$ cat src/rtl/lane_pkg.sv
// Shared definitions for the lane deserialiser: default lane width and FSM states.
package lane_pkg;

    localparam int LANE_W_DEFAULT = 8;

    typedef enum logic [1:0] {
        FILL_CC = 2'd0,
        FILL_BB = 2'd1,
        HOLD    = 2'd2
    } lane_state_t;

endpackage

$ cat src/rtl/lane_deser.sv
// Serial-to-parallel front end: collects 2*W bits into the cc/bb lane pair
// (first bit into index 0) and offers the pair downstream with valid/ready.
module lane_deser
    import lane_pkg::*;
#(
    parameter int W = LANE_W_DEFAULT
) (
    input  logic         clk,
    input  logic         rst,
    input  logic         sin,
    input  logic         sin_valid,
    input  logic         pair_ready,
    output logic [0:W-1] cc_out,
    output logic [0:W-1] bb_out,
    output logic         pair_valid,
    output logic         ovf
);

    localparam int            CW      = $clog2(W);
    localparam logic [CW-1:0] CNT_MAX = CW'(W - 1);
    localparam logic [CW-1:0] CNT_ONE = CW'(1);

    lane_state_t   state_q, state_d;
    logic [CW-1:0] cnt_q, cnt_d;
    logic [0:W-1]  cc_q, cc_d;
    logic [0:W-1]  bb_q, bb_d;
    logic          pv_q, pv_d;
    logic          ovf_q, ovf_d;

    // Next-state logic: bit capture, lane sequencing, handshake and overflow detection.
    always_comb begin
        state_d = state_q;
        cnt_d   = cnt_q;
        cc_d    = cc_q;
        bb_d    = bb_q;
        pv_d    = pv_q;
        ovf_d   = ovf_q;

        case (state_q)
            FILL_CC: begin
                if (sin_valid) begin
                    cc_d[cnt_q] = sin;
                    if (cnt_q == CNT_MAX) begin
                        cnt_d   = {CW{1'b0}};
                        state_d = FILL_BB;
                    end else begin
                        cnt_d = cnt_q + CNT_ONE;
                    end
                end else begin
                    cnt_d = cnt_q;
                end
            end

            FILL_BB: begin
                if (sin_valid) begin
                    bb_d[cnt_q] = sin;
                    if (cnt_q == CNT_MAX) begin
                        cnt_d   = {CW{1'b0}};
                        pv_d    = 1'b1;
                        state_d = HOLD;
                    end else begin
                        cnt_d = cnt_q + CNT_ONE;
                    end
                end else begin
                    cnt_d = cnt_q;
                end
            end

            HOLD: begin
                if (pair_ready) begin
                    // Pair consumed; a bit arriving in the same cycle starts the next frame.
                    pv_d    = 1'b0;
                    state_d = FILL_CC;
                    if (sin_valid) begin
                        cc_d[0] = sin;
                        cnt_d   = CNT_ONE;
                    end else begin
                        cnt_d = {CW{1'b0}};
                    end
                end else begin
                    // Frame still held: any arriving bit has nowhere to go.
                    if (sin_valid) begin
                        ovf_d = 1'b1;
                    end else begin
                        ovf_d = ovf_q;
                    end
                end
            end

            default: begin
                state_d = FILL_CC;
                cnt_d   = {CW{1'b0}};
                pv_d    = 1'b0;
            end
        endcase
    end

    // State, counter, lane and flag registers with synchronous reset.
    always_ff @(posedge clk) begin
        if (rst) begin
            state_q <= FILL_CC;
            cnt_q   <= {CW{1'b0}};
            cc_q    <= {W{1'b0}};
            bb_q    <= {W{1'b0}};
            pv_q    <= 1'b0;
            ovf_q   <= 1'b0;
        end else begin
            state_q <= state_d;
            cnt_q   <= cnt_d;
            cc_q    <= cc_d;
            bb_q    <= bb_d;
            pv_q    <= pv_d;
            ovf_q   <= ovf_d;
        end
    end

    assign cc_out     = cc_q;
    assign bb_out     = bb_q;
    assign pair_valid = pv_q;
    assign ovf        = ovf_q;

endmodule

$ cat config.mk
export PLATFORM = sky130hd
export DESIGN_NAME = lane_deser
export DESIGN_NICKNAME = d
export VERILOG_FILES = /design/src/rtl/lane_pkg.sv /design/src/rtl/lane_deser.sv
export SDC_FILE = /design/constraint.sdc
export NUM_CORES = 1
export LEC_CHECK = 0
export ABC_AREA = 1
export CELL_PAD_IN_SITES_DETAIL_PLACEMENT = 0
export CELL_PAD_IN_SITES_GLOBAL_PLACEMENT = 1
export CORE_ASPECT_RATIO = 1.25
export CORE_MARGIN = 2
export CORE_UTILIZATION = 39
export DETAILED_ROUTE_END_ITERATION = 16
export DONT_BUFFER_PORTS = 1
export PLACE_DENSITY = 0.7
export SYNTH_ARGS = -nofsm -noshare
export SYNTH_HDL_FRONTEND = slang
export SYNTH_SLANG_ARGS = --single-unit
$ cat constraint.sdc
create_clock -name clk -period 1.11 [get_ports clk]
set_input_delay 0.1665 -clock clk [delete_from_list [all_inputs] [get_ports clk]]
set_output_delay 0.1665 -clock clk [all_outputs]
set_load 0.01 [all_outputs]
### After elaboration in Yosys (flattened, before gate mapping)

Index checks and enable logic that the tools add are counted.

| operators by class | value |
|---|---|
| $lt $le $gt $ge | 2 |
| equality and inequality tests | 10 |
| reductions and logical operators | 11 |
| add/subtract/negate cells | 1 |
| muxes and demuxes | 23 |
| bitwise logic cells | 3 |

Operators by type and width:

| cell | count |
|---|---|
| 8-bit bitwise mux | 2 |
| 2-bit != test (second input constant) | 6 |
| 2-bit two-way mux | 5 |
| 3-bit two-way mux | 3 |
| 8-bit two-way mux | 1 |
| 4-bit AND reduction | 2 |
| 1-bit two-way mux | 7 |
| 2-bit one-hot mux with 3 select lines | 1 |
| 3-bit one-hot mux with 2 select lines | 1 |
| 2-bit AND reduction | 3 |
| 5-bit AND reduction | 1 |
| 4-bit >= comparator (second input constant) | 1 |
| 4-bit by 1-bit < comparator with 1-bit output (second input constant) | 1 |
| 3-bit inverter with 4-bit output | 1 |
| 3-bit by 1-bit adder with 3-bit output (second input constant) | 1 |
| 1-bit demux with 3-bit select | 1 |
| 3-bit == test (second input constant) | 1 |
| 1-bit one-hot mux with 3 select lines | 1 |
| 3-bit AND reduction | 1 |
| 2-bit by 1-bit == test with 1-bit output (second input constant) | 1 |
| 2-bit == test (second input constant) | 1 |
| 2-bit zero test | 1 |
| 2-bit by 1-bit != test with 1-bit output (second input constant) | 1 |
| 1-bit inverter | 2 |
| 4 further kinds | 4 |

| word-level totals | value |
|---|---|
| word-level logic and storage cells | 57 |
| output and inout port bits | 18 |
| input bits | 5 |
| flip-flop bits (word level) | 23 |

### Depth between registers and ports, before layout

| logic depth | value |
|---|---|
| depth after elaboration | 8 |
| depth in mapped cells | 7 |
| gate-level depth less buffers | 7 |

### Worst setup path after synthesis

OpenSTA, ideal clock, no wires.

| timing path | value |
|---|---|
| kind | register to register |
| start point | register cnt_q[1] |
| end point | register cnt_q[1] |
| data required time | 994 ps |
| stages on the path, launching flop included | 8 |
| slack | -82 ps |
| arrival time | 1077 ps |
| period minus slack after synthesis | 1192 ps |
| library setup time | 116 ps |
| path buffers | 0 |
| path through | dfxtp_1 -> ha_1 -> ha_1 -> inv_1 -> nand2_1 -> nor2_1 -> o21ai_0 -> nor2_1 |

| on the way | value |
|---|---|
| cells in the longest elaborated chain, start to end | 4 |
| elaborated cells between the ends (all ways) | 5 |
| those cells by class | add/sub (1); eq/ne (1); mux (3) |

Ends and longest elaborated chain:

| element | line | text |
|---|---|---|
| from (decl) | lane_deser.sv:24 | `logic [CW-1:0] cnt_q, cnt_d;` |
| from (signal assigned) | lane_deser.sv:102 | `cnt_q <= {CW{1'b0}};` |
| from (signal assigned) | lane_deser.sv:109 | `cnt_q <= cnt_d;` |
| 3-bit by 1-bit adder with 3-bit output or 3-bit == test (tied branches) | n/a |  |
| 3-bit two-way mux * | lane_deser.sv:43, lane_deser.sv:57 |  |
| 3-bit two-way mux * | lane_deser.sv:55 | `if (sin_valid) begin` |
| 3-bit one-hot mux with 2 select lines * | lane_deser.sv:39 | `case (state_q)` |

Mark *: on every way between the ends. The rest lies on a longest branch, timed or not. The select of a mux whose other input is x is not followed.
A chain may end at the register's enable or synchronous reset.

### Worst setup path after layout

| timing path | value |
|---|---|
| start point | register cnt_q[1] |
| end point | register cnt_q[2] |

The elaborated chain is that of the path after synthesis.

==> impl_metrics.csv <==
group,metric,value,unit
setup_path,crit_start,"cnt_q[1]",
grt,grt_pass1_vias,995,
clocking,cts_sinks,23,
worst_hold_path,hold-path-cell-count,2,
place,pre_cts_slack,-27.1,ps
detailed_routing,wl,2880,µm
synth,synth_edf_count,0,
run_status,status,"finished, violations left",
grt,track_usage,0.173,
detailed_routing,post_drt_wl_per_cell,14.4,µm
synth,ys_types,23,
worst_hold_path,hold_path_class,"primary input to register",
place,dpl.cell_count,188,
grt,antenna_found_initial,0,
detailed_routing,vias_per_cell,5.32,
grt,grt_pass1_wl,4400,µm
die,dieArea,3270,µm²
finish,layout-drive-gt1-share,0.361,
die,die_h,63.4,µm
worst_hold_path,hp-start,"sin",
clocking,htree_levels,1,
sta,timing.fmax,905,MHz
setup_path,end_kind,"register",
setup_path,crit_type,"register to register",
setup_path,required,1310,ps
finish,diodes,0,
detailed_routing,drc,0,
pwr,vdd_drop_max,0.622,mV
place,dp_hpwl,1780,µm
detailed_routing,firstDrtPassIters,4,
clocking,cts_root_buffer,"clkbuf_4",
clocking,tritoncts,"built",
setup_path,reg2regPathDepth,6,
detailed_routing,ant_nets,0,
synth,syn_inst,153,
sta,rsz0062_at_grt,"true",
synth,syn_area_per_cell,7.20,µm²
place,port-buffer-count,0,
finish,fin_cells,200,
detailed_routing,first_iter_violations,15,
pwr,power_density,1030,nW/µm²
sta,fin_skew,8.48,ps
sta,timing_max_transition_violations_final,0,
clocking,cts_buffer_depth,2,
sta,finalCriticalPeriod,1100,ps
run,drv_cap,0,
clocking,clkLatencyLatePin,310,ps
clocking,clk_pin_slew,130,ps
finish,nets,174,
synth,synth_area_leaders,"dfxtp_1 (42%), nor2_1 (12%), nor3_1 (6.4%), nand2_1 (4.4%), o21ai_0 (4.1%)",
pwr,power,1.51,mW
sta,setup_violations,0,
run_status,violations,"hold timing",
sta,hold_violations,2,
synth,async_flop_share,0,
die,fp.dieW,51.5,µm
clocking,cts_made_buffers,3,
pwr,power_leakage,0.535,nW
die,io-pin-count,23,
die,num_rows,21,
synth,yosysMostFrequentCell,"nor2_1",
die,coreArea,2680,µm²
finish,synthToLayoutAreaGrowth,33.1,%
setup_path,cp.arrival,1310,ps
synth,synthTopCellsByCount,"nor2_1 (36), dfxtp_1 (23), nor3_1 (14)",
sta,setup_ws,5.35,ps
synth,synth_area,1100,µm²
synth,ys_warn_count,0,
synth,syn_nets,160,
synth,seq_area_frac_synth,0.418,
sta,fin_crit_sh,0.995,
sta,tightest_slew,523,ps
synth,synth-seq-cells,23,
sta,slew_headroom,0.650,
setup_path,crit_path_start_kind,"register",
setup_path,rr_startpoint,"cnt_q[1]",
synth,synth_top_area_share,0.418,
detailed_routing,num_vias,1064,
synth,ys.flop_type,"dfxtp_1",
synth,yosysTopAreaCell,"dfxtp_1",
sta,hold_ws,-7.07,ps
die,initial_core_util,0.411,
setup_path,worstPathMaxFanout,2,
grt,grt.overflow.total,0,
place,gp_congestion,0.844,
grt,grt_start_max_net_pins,19,
## area by class of cell
| type | instances | area [µm²] |
|---|---|---|
| fill | 271 | 1210 |
| clock buffer | 4 | 26.3 |
| inverter | 14 | 60.1 |
| sequential | 23 | 474 |
| timing repair buffer | 12 | 108 |
| tap | 34 | 42.5 |
| multi-input combinational | 113 | 754 |
## cell families after synthesis
logic type,after synthesis,synth area share
compound gates,26,0.125
fa+ha+maj,2,0.0227
buf+inv,19,0.0795
flops,23,0.418
simple gates,83,0.355
## flip-flops by register name, indices dropped and copies added, names as in the netlist
| register | flops |
|---|---|
| cnt_q | 3 |
| cc_out | 8 |
| state_q | 2 |
| ovf | 1 |
| bb_out | 8 |
| pair_valid | 1 |
## worst paths after layout
check | to | slack (ps)
max | cnt_q[2] | 5
max reg2reg | cnt_q[2] | 5
min | bb_out[3] | -7
min reg2reg | pair_valid | 500
## through the flow
stage                      util  cell area, µm²  hold slack [ps]  setup TNS (ps)
final                     0.547            1470            -7.07               0
after global routing      0.547            1470             9.05            -327
after CTS                 0.470            1260             -114           -18.7
after detailed placement  0.435            1160              234           -60.1
after global placement    0.435            1160              232               0
after floorplan               -            1110              228           -18.7
## cells in the final DEF (no fill, tap or decap)
master	n
nand3_1	2
o21ai_0	8
ha_4	2
dfxtp_2	2
buf_6	2
nand3_4	5
a21oi_2	1
nor2_4	3
o211ai_1	1
nand2_4	2
nor3_2	7
nand3_2	4
nor3_1	8
o21ai_4	1
dfxtp_1	18
o22ai_1	1
buf_4	6
nand4_1	3
dfxtp_4	3
inv_1	6
nor2_1	30
dlygate4sd3_1	4
nand2_8	1
nor2_2	8
nand2_1	10
clkbuf_4	3
nand2_2	2
inv_6	1
clkbuf_1	1
o21ai_1	10
inv_2	6
inv_4	1
a21oi_1	4
## what timing repair did
action	4_1_cts	5_1_grt
buffers inserted	0	2
hold buffers	3	1
hold endpoints to repair	15	4
cloned	0	2
endpoints found under the setup margin	8	22
gates resized for setup	11	40
pin swaps	4	14
## layer usage
metal,wire (µm),GRT usage,part of all wire,vias up
li1,-,-,-,539
met1,1220,0.190,0.42,495
met2,1500,0.317,0.52,26
met3,127,0.0355,0.044,4
met4,32,0.0592,0.011,0
met5,0,0,0,-
## power by group
group	switching (mW)	leakage (nW)	internal, mW
sequential	0.0326	0.189	0.844
combinational	0.151	0.331	0.0956
clock	0.244	0.0150	0.140
total	0.429	0.535	1.08
## worst max-delay path: stages, from the launching register on
cell     delay, ps
dfxtp_4        380
ha_4           160
ha_4           230
inv_2           50
nor2_2          30
o21ai_1        110
nor2_1          40
Power figures use the tool's default switching activity.
